$ cat config.mk
export PLATFORM = sky130hd
export DESIGN_NAME = apa102_matrix_scroller
export DESIGN_NICKNAME = d
export VERILOG_FILES = /design/src/rtl/apa102_matrix_scroller.sv
export SDC_FILE = /design/constraint.sdc
export NUM_CORES = 1
export LEC_CHECK = 0
export CORE_MARGIN = 2
export CORE_UTILIZATION = 35
export CTS_CLUSTER_DIAMETER = 100
export DETAILED_ROUTE_END_ITERATION = 6
export SLEW_MARGIN = 15
export SYNTH_ARGS = -nofsm -noshare
export SYNTH_HDL_FRONTEND = slang
export SYNTH_SLANG_ARGS = --single-unit
$ cat constraint.sdc
create_clock -name clk -period 6.3 [get_ports clk]
set_input_delay 1.26 -clock clk [delete_from_list [all_inputs] [get_ports clk]]
set_output_delay 1.26 -clock clk [all_outputs]
set_load 0.01 [all_outputs]
$ cat src/rtl/apa102_matrix_scroller.sv
// apa102_matrix_scroller: scrolls 5x8 glyph columns across a serpentine APA102 matrix,
// streaming start frame, pixel words and end frame once per scroll step.
module apa102_matrix_scroller #(
    parameter int ROWS      = 8,
    parameter int COLS      = 8,
    parameter int ROW_OFS   = 1,
    parameter int CLK_DIV   = 1,
    parameter int FRAME_GAP = 0,
    parameter int SNAKE     = 1
) (
    input  logic        clk,
    input  logic        reset,
    input  logic        en,
    input  logic        dir,
    input  logic [4:0]  digit_in,
    input  logic        digit_valid,
    output logic        digit_ready,
    input  logic [23:0] fg_rgb,
    input  logic [23:0] bg_rgb,
    input  logic [4:0]  bright,
    output logic        sclk,
    output logic        sdo,
    output logic        busy,
    output logic        frame_done
);
    localparam int N  = ROWS * COLS;
    localparam int NE = (N + 63) / 64;
    localparam int CW = $clog2(N + NE + FRAME_GAP + 2);
    localparam int DW = $clog2(CLK_DIV + 1);
    localparam int RW = $clog2(ROWS + 1);
    localparam int PW = $clog2(COLS + 1);
    localparam logic [2:0] S_IDLE  = 3'd0;
    localparam logic [2:0] S_START = 3'd1;
    localparam logic [2:0] S_PIX   = 3'd2;
    localparam logic [2:0] S_END   = 3'd3;
    localparam logic [2:0] S_GAP   = 3'd4;
    localparam logic [2:0] S_UPD   = 3'd5;
    localparam logic [2:0] S_AFTER = (FRAME_GAP == 0) ? S_UPD : S_GAP;
    // 3x5 hex font, row-major top row first, MSB = leftmost; drawn in glyph columns 2..4
    localparam logic [14:0] FONT [16] = '{
        15'b111_101_101_101_111, 15'b010_110_010_010_111, 15'b111_001_111_100_111,
        15'b111_001_111_001_111, 15'b101_101_111_001_001, 15'b111_100_111_001_111,
        15'b111_100_111_101_111, 15'b111_001_001_001_001, 15'b111_101_111_101_111,
        15'b111_101_111_001_111, 15'b111_101_111_101_101, 15'b110_101_110_101_110,
        15'b111_100_100_100_111, 15'b110_101_101_101_110, 15'b111_100_111_100_111,
        15'b111_100_111_100_100
    };

    function automatic logic [4:0] glyph_col(input logic [4:0] g, input logic [2:0] ci);
        logic [4:0] c;
        c = '0;
        if (g == 5'd31) c = '1;
        else if (!g[4] && ci >= 3'd2 && ci <= 3'd4)
            for (int r = 0; r < 5; r++) c[r] = FONT[g[3:0]][4'(16 - 3 * r - int'(ci))];
        return c;
    endfunction

    logic [2:0]            state_q, state_d;
    logic [DW-1:0]         div_q;
    logic                  hi_q;
    logic [4:0]            bit_q;
    logic [CW-1:0]         cnt_q;
    logic [RW-1:0]         r_q;
    logic [PW-1:0]         p_q;
    logic [2:0]            gc_q;
    logic [4:0]            glyph_q, glyph_n;
    logic [COLS-1:0][4:0]  colbuf_q;
    logic [COLS:0][4:0]    shl, shr;
    logic [23:0]           fg_q, bg_q, rgb;
    logic [4:0]            bright_q, new_col, col;
    logic [31:0]           word;
    logic                  tick, bit_end, word_end, last_p, on;
    int                    cidx, ridx;

    always_comb begin
        tick = div_q == DW'(CLK_DIV - 1);
        bit_end = tick && hi_q;
        word_end = bit_end && bit_q == 5'd31;
        last_p = p_q == PW'(COLS - 1);
        state_d = state_q;
        case (state_q)
            S_IDLE:  state_d = en ? S_START : S_IDLE;
            S_START: state_d = word_end ? S_PIX : S_START;
            S_PIX:   state_d = (word_end && cnt_q == CW'(N - 1)) ? S_END : S_PIX;
            S_END:   state_d = (word_end && cnt_q == CW'(NE - 1)) ? S_AFTER : S_END;
            S_GAP:   state_d = (cnt_q == CW'(FRAME_GAP - 1)) ? S_UPD : S_GAP;
            S_UPD:   state_d = en ? S_START : S_IDLE;
            default: state_d = S_IDLE;
        endcase
        glyph_n = (gc_q == 3'd0) ? (digit_valid ? digit_in : 5'd16) : glyph_q;
        new_col = glyph_col(glyph_n, dir ? 3'd7 - gc_q : gc_q);
        shl = {new_col, colbuf_q};
        shr = {colbuf_q, new_col};
        cidx = (SNAKE != 0 && r_q[0]) ? COLS - 1 - int'(p_q) : int'(p_q);
        ridx = int'(r_q) - ROW_OFS;
        col = '0;
        for (int i = 0; i < COLS; i++) if (cidx == i) col = colbuf_q[i];
        on = 1'b0;
        for (int j = 0; j < 5; j++) if (ridx == j) on = col[j];
        rgb = on ? fg_q : bg_q;
        word = {3'b111, bright_q, rgb[7:0], rgb[15:8], rgb[23:16]};
    end

    always_ff @(posedge clk) begin
        if (reset) begin
            state_q  <= S_IDLE;
            div_q    <= '0;
            hi_q     <= 1'b0;
            bit_q    <= '0;
            cnt_q    <= '0;
            r_q      <= '0;
            p_q      <= '0;
            gc_q     <= '0;
            glyph_q  <= 5'd16;
            colbuf_q <= '0;
            fg_q     <= '0;
            bg_q     <= '0;
            bright_q <= '0;
        end else begin
            state_q <= state_d;
            if (state_d != state_q) begin
                div_q <= '0;
                hi_q  <= 1'b0;
                bit_q <= '0;
                cnt_q <= '0;
                r_q   <= '0;
                p_q   <= '0;
            end else if (state_q == S_GAP) begin
                cnt_q <= cnt_q + 1'b1;
            end else if (state_q == S_START || state_q == S_PIX || state_q == S_END) begin
                div_q <= tick ? '0 : div_q + 1'b1;
                if (tick) hi_q <= ~hi_q;
                if (bit_end) bit_q <= bit_q + 1'b1;
                if (word_end) cnt_q <= cnt_q + 1'b1;
                if (word_end && state_q == S_PIX) begin
                    p_q <= last_p ? '0 : p_q + 1'b1;
                    if (last_p) r_q <= r_q + 1'b1;
                end
            end
            if (state_d == S_START && state_q != S_START) begin
                fg_q     <= fg_rgb;
                bg_q     <= bg_rgb;
                bright_q <= bright;
            end
            if (state_q == S_UPD) begin
                glyph_q  <= glyph_n;
                gc_q     <= gc_q + 1'b1;
                colbuf_q <= dir ? shr[COLS-1:0] : shl[COLS:1];
            end
        end
    end

    assign sclk        = hi_q;
    assign sdo         = state_q == S_PIX && word[~bit_q];
    assign busy        = state_q != S_IDLE;
    assign frame_done  = state_q == S_UPD;
    assign digit_ready = frame_done && gc_q == 3'd0 && digit_valid;
endmodule

Word level (Yosys, flattened, before mapping)
Memory sizes are Yosys's and may differ from the RTL's.
Index checks and enable logic that the tools add are counted.
Storage, ports and cells
  flip-flop bits (word level): 126
  bits in latches: 0
  bits in writable memories: 0
  memory bits (read-only): 240
  output and inout bits: 5
  memories kept: 1
Memory list
  (no name shown): words 16, width 15, rd ports 1, clocked after memory_dff 0, write ports 0, RTL line 54  | for (int r = 0; r < 5; r++) c[r] = FONT[g[3:0]][4'(16 - 3 * r - int'(ci))];
Operators by class
  add/sub/neg operators: 14
  $mul: 0
  div/mod/pow operators: 0
  $lt $le $gt $ge: 9
  eq/ne operators: 24
  shift operators: 0
  muxes and demuxes: 51
  bitwise logic cells: 5
  reduce and logical (&&, ||, !) cells: 30
Operators by type and width (count)
  $eq 32x4->1 const B: 4
  $eq 32x3->1 const B: 2
  $logic_not 32->1: 2
  $mux 5: 12
  $mux 40: 1
  $eq 32x2->1 const B: 1
  $mux 32: 1
  $lt 4x6->1 const B: 5
  $mux 15: 2
  $mux 24: 1
  $mux 7: 3
  $bmux 1 s4: 5
  $mux 1: 20
  $pmux 3 s5: 1
  $logic_and 1x1->1: 11
  $eq 5x3->1 const B: 2
  $eq 5x5->1 const B: 2
  $reduce_and 3->1: 3
  $add 4x1->4 const B: 2
  $sub 3x3->4 const A: 2
  $sub 4x3->4 const A: 2
  $add 7x1->7 const B: 1
  $eq 7x6->1 const B: 1
  $eq 7x7->1 const B: 1
  other kinds (35): 46

Logic depth before layout (Yosys ltp)
Gate-level depths: netlist of the first run.
  depth in word-level cells: 20
  depth in mapped cells: 17

Least setup slack after synthesis of the first run
OpenSTA, ideal clock, no wires.
  path type: register to output
  start point: reg p_q[0]
  end point: out sdo
  arrival time: 2.979 ns
  required time: 5.040 ns
  path slack: 2.061 ns
  cell stages (with the launch flop): 13
  path buffers: 2
  cells stage by stage: dfxtp_1 buf_4 buf_4 xnor2_1 mux2i_1 nor3_1 or4_1 a21oi_4 nand2_4 mux4_2 nor2_1 o32a_1 a311oi_1
On the way
  cells in the longest elaborated chain, start to end: 20
  elaborated cells between the ends (all ways): 27
RTL lines
  from (decl): RTL line 64  | logic [PW-1:0] p_q;
  from (signal assigned): RTL line 136  | p_q <= last_p ? '0 : p_q + 1'b1;
  $sub 3x4->5: RTL line 94  | cidx = (SNAKE != 0 && r_q[0]) ? COLS - 1 - int'(p_q) : int'(p_q);
  $mux 32 (*): RTL line 94
  $logic_not 32->1: RTL line 97  | for (int i = 0; i < COLS; i++) if (cidx == i) col = colbuf_q[i];
  $mux 5 (7 in a row): RTL line 97
  $mux 5 (*): RTL line 97
  $mux 1 (4 in a row): RTL line 99  | for (int j = 0; j < 5; j++) if (ridx == j) on = col[j];
  $mux 1 (*): RTL line 99
  $mux 24 (*): RTL line 100  | rgb = on ? fg_q : bg_q;
  $bmux 1 s5 (*): RTL line 154  | assign sdo = state_q == S_PIX && word[~bit_q];
  $mux 1 (not written as such) (*): RTL line 154
  $logic_and 1x1->1 (*): RTL line 154
  to (decl): RTL line 22  | output logic sdo,
Every way passes the cells marked *; elsewhere a longest branch is shown, timed or not. The select of a mux whose other input is x is not followed.

Worst setup path in the final report of the first run
  start point: reg p_q[1]
  end point: out sdo
Same word-level chain as after synthesis.

==> summary.md, run 1 <==
| Metric | Value |
|---|---|
| Initial antenna violation count | 0 |
| Cell accounting for the most synthesized area | dfxtp_1 |
| Critical path capture point type | output port |
| Footprint of the multi-input gates | 0.00466 mm^2 |
| Setup violators final | 0 |
| Critical Path, Cell by Cell | buf_4 > or2b_1 > o22ai_1 > a22oi_1 > nor2_1 > or4_1 > a21oi_4 > nand2_4 > mux4_2 > nor2_1 > o32a_1 > a311oi_1 > clkdlybuf4s50_1 |
| Die area | 0.0228 mm^2 |
| CTS buffer count | 17 |
| Leak pwr | 0.00318 uW |
| Layout area overhead | 17.9% |
| Inst Count DP | 1,243 |
| Fillers | 2,152 |
| RSZ-0062 raised after global routing | false |
| Maximum vdd drop | 165 uV |
| Global-route wire length before repair | 33.0 mm |
| Core ar. | 0.0212 mm^2 |
| Final Skew | 0.0251 ns |
| Die height | 151 um |
| DPL Wire Length | 13.8 mm |
| Synth warnings | 0 |
| Fraction of layout instances using a drive strength above 1 | 0.0700 |
| Largest cells by area after synthesis | dfxtp_1 (33%), nand2_1 (8.3%), mux2i_1 (7.4%), a21oi_1 (6.3%), nor2_1 (4.7%) |
| Synth Flop Type | dfxtp_1 |
| Clock Tree Buf Depth | 2 |
| Crit share post-route | 0.934 |
| Via density | 5.39 |
| Port buffer count | 67 |
| Crit-path most repeated cell | nor2_1 |
| Skew-Pair Late Insertion Delay | 0.43 ns |
| Post-Synth XOR/XNOR Area | 0.0266 |
| Share of the synthesized area in the top cell type | 0.330 |
| Post-synthesis cell type count | 69 |
| DR iter-0 viols | 347 |
| Slowest Stage Delay on Critical Path | 0.68 ns |
| Post-synth EDFFs | 0 |
| Routability cong. | 0.903 |
| Die X | 151 um |
| Post-synthesis simple-gate area fraction | 0.220 |
| Fmax | 170 MHz |
| Post-synthesis compound-gate area fraction | 0.214 |
| Worst EP arrival | 4.62 ns |
| Slew Viols, Final | 0 |
| Outcome | complete, no violations |
| Drt drc | 0 |
| Sequential area share after synthesis | 0.330 |
| Cts repair resizes | 0 |
| Clock sink count | 125 |
| Aggregate routed wire length | 19.8 mm |
| Pwr Total | 1970 uW |
| Non-filler instance count after layout | 1,275 |
| Final hold violations | 0 |
| Type of origin of the critical path | flip-flop |
| GRT Util Overall | 0.180 |
| Fin crit period | 5.88 ns |
| Postcts setup bufs | 0 |
| Hold Buf Count CTS | 0 |
| P per Cell Area | 221 mW/mm^2 |
| #FFs+latches synth | 125 |
| Post-Synth Adder-Cell Area | 0.0413 |
| Clock slew at reported path FFs | 0.07 ns |
| CTS tree | done |
| Largest net degree at the start of global routing | 73 |
| Data required time at the worst endpoint | 5.04 ns |
| Register area | 0.00250 mm^2 |
| Post-route ant nets | 0 |
| CTS Root Cell | clkbuf_16 |
| Mean Syn Cell Area | 7.88 um^2 |
| Post-synthesis mux area share | 0.114 |
| Synth Net Count | 1,049 |
| Hold WC Path Type | flip-flop to flip-flop |
| Buf/Inv on CP | 2 |
| Critical Path Slowest Stage Cell | dfxtp_1 |
| # IOs | 68 |
| Vias in the first global route | 6,430 |
| Crit path max-delay family | compound AO/OA/AOI/OAI gates |
| Cells after Synth | 961 |
| Final TNS setup | 0 ns |
| DRT Pass-1 Iters | 4 |
| Number of H-tree levels | 4 |
| Crit path max fanout | 17 |
| Via count | 6,867 |
| Post-synthesis cell area | 0.00757 mm^2 |
| Layout Nets | 1,075 |
| FFs w/ async S/R, synth | 0 |
| Worst-Margin Slew | 0.918 ns |
| Slew HR | 0.388 |
| MaxCap Viol Count | 0 |
| Initial Util | 0.358 |
| Diodes inserted | 0 |
| Grt ovf | 0 |
| WS Path Type | flip-flop to output port |
| Cell row count | 53 |
| Wire length per cell | 15.5 um |
| Main combinational cell family by area after synthesis | simple AND/OR/NAND/NOR gates |
layout make-up:
type / count / share of cell area
Multi-Input combinational cell: 738 / 0.522
Inverter: 26 / 0.0109
Sequential cell: 125 / 0.280
Clock buffer: 17 / 0.0477
Tap cell: 275 / 0.0385
Timing Repair Buffer: 79 / 0.0844
Clock inverter: 15 / 0.0158
state kept, by name, summed over array words and instances (netlist names), 5 cells and up:
name      flops
colbuf_q     40
bg_q         24
bit_q         5
glyph_q       5
fg_q         24
bright_q      5
cnt_q         7
Yosys cell counts (12+ instances only):
cell type	count
o21ai_0	29
nor2_1	95
clkbuf_1	48
mux4_2	12
nand2_1	167
a21oi_1	96
inv_1	23
ha_1	25
a211oi_1	45
nand3_1	26
dfxtp_1	125
xor2_1	12
mux2i_1	56
metal layers:
layer	up-vias	global-route usage	wire, um
met5	-	0	0
met4	0	0.0477	267
met3	18	0.0377	750
met2	129	0.273	8830
met1	3239	0.260	9930
li1	3481	-	-
cell usage in the layout, fill, tap and decap left out, drive strengths merged, types with 7 or more instances in the layout:
| master | synthesis | final |
|---|---|---|
| nand2 | 168 | 168 |
| a21oi | 99 | 99 |
| clkdlybuf4s50 | 0 | 65 |
| nor2b | 9 | 9 |
| o21ai | 30 | 30 |
| nand3b | 8 | 8 |
| buf | 23 | 14 |
| ha | 25 | 25 |
| xor2 | 12 | 12 |
| a211oi | 45 | 45 |
| o22ai | 8 | 8 |
| nor3 | 10 | 10 |
| inv | 24 | 34 |
| a31oi | 8 | 8 |
| o221ai | 7 | 7 |
| nor2 | 95 | 95 |
| mux4 | 12 | 12 |
| xnor2 | 11 | 11 |
| mux2i | 56 | 56 |
| clkbuf | 49 | 17 |
| and3 | 9 | 9 |
| nand3 | 26 | 26 |
| a22oi | 10 | 10 |
| nand4 | 9 | 9 |
| dfxtp | 125 | 125 |
power breakdown:
part / internal (uW) / total, uW / switching, uW
combinational: 91.2 / 196 / 105
sequential: 813 / 827 / 14.0
clock: 523 / 945 / 422
per-stage QoR:
stage / hold slack (ns) / util / setup slack, ns / instance area [um^2]
floorplan: 0.432 / - / 2.06 / 7570
global placement: 0.441 / 0.395 / 0.930 / 8360
detailed placement: 0.446 / 0.395 / 0.863 / 8360
CTS: 0.456 / 0.422 / 0.393 / 8930
global route: 0.476 / 0.422 / 0.102 / 8930
finish: 0.452 / 0.422 / 0.415 / 8930
worst min-delay path, stage by stage (launching register included):
cell and delay (ns):
dfxtp_1 0.31, nand2_1 0.05, a21oi_1 0.05
kinds of logic (layout without fill, tap and decap cells):
logic type / Yosys count / count (layout)
compound gates: 252 / 252
simple gates: 367 / 367
fa+ha+maj: 25 / 25
xor+xnor: 23 / 23
flops: 125 / 125
buf+inv: 98 / 137
mux: 71 / 71
final timing paths:
check | start | to | slack [ns] | cells after the start
min | bg_q[20]$_SDFFE_PP0P_ | bg_q[20]$_SDFFE_PP0P_ | 0.45 | 2
max reg2reg | gc_q[0]$_SDFFE_PP0P_ | colbuf_q[35]$_SDFFE_PP0P_ | 2.38 | 16
min reg2reg | bg_q[20]$_SDFFE_PP0P_ | bg_q[20]$_SDFFE_PP0P_ | 0.45 | 2
max | p_q[1]$_SDFFE_PP0P_ | sdo | 0.42 | 13
(Power assumes the default switching activity.)
==> inputs of run 2 (changes only) <==
SLEW_MARGIN = unset   (was 15)
TNS_END_PERCENT = 10   (was unset)
==> results of run 2 <==
Same layout as run 1: the final DEF is identical, and so are final timing and power.
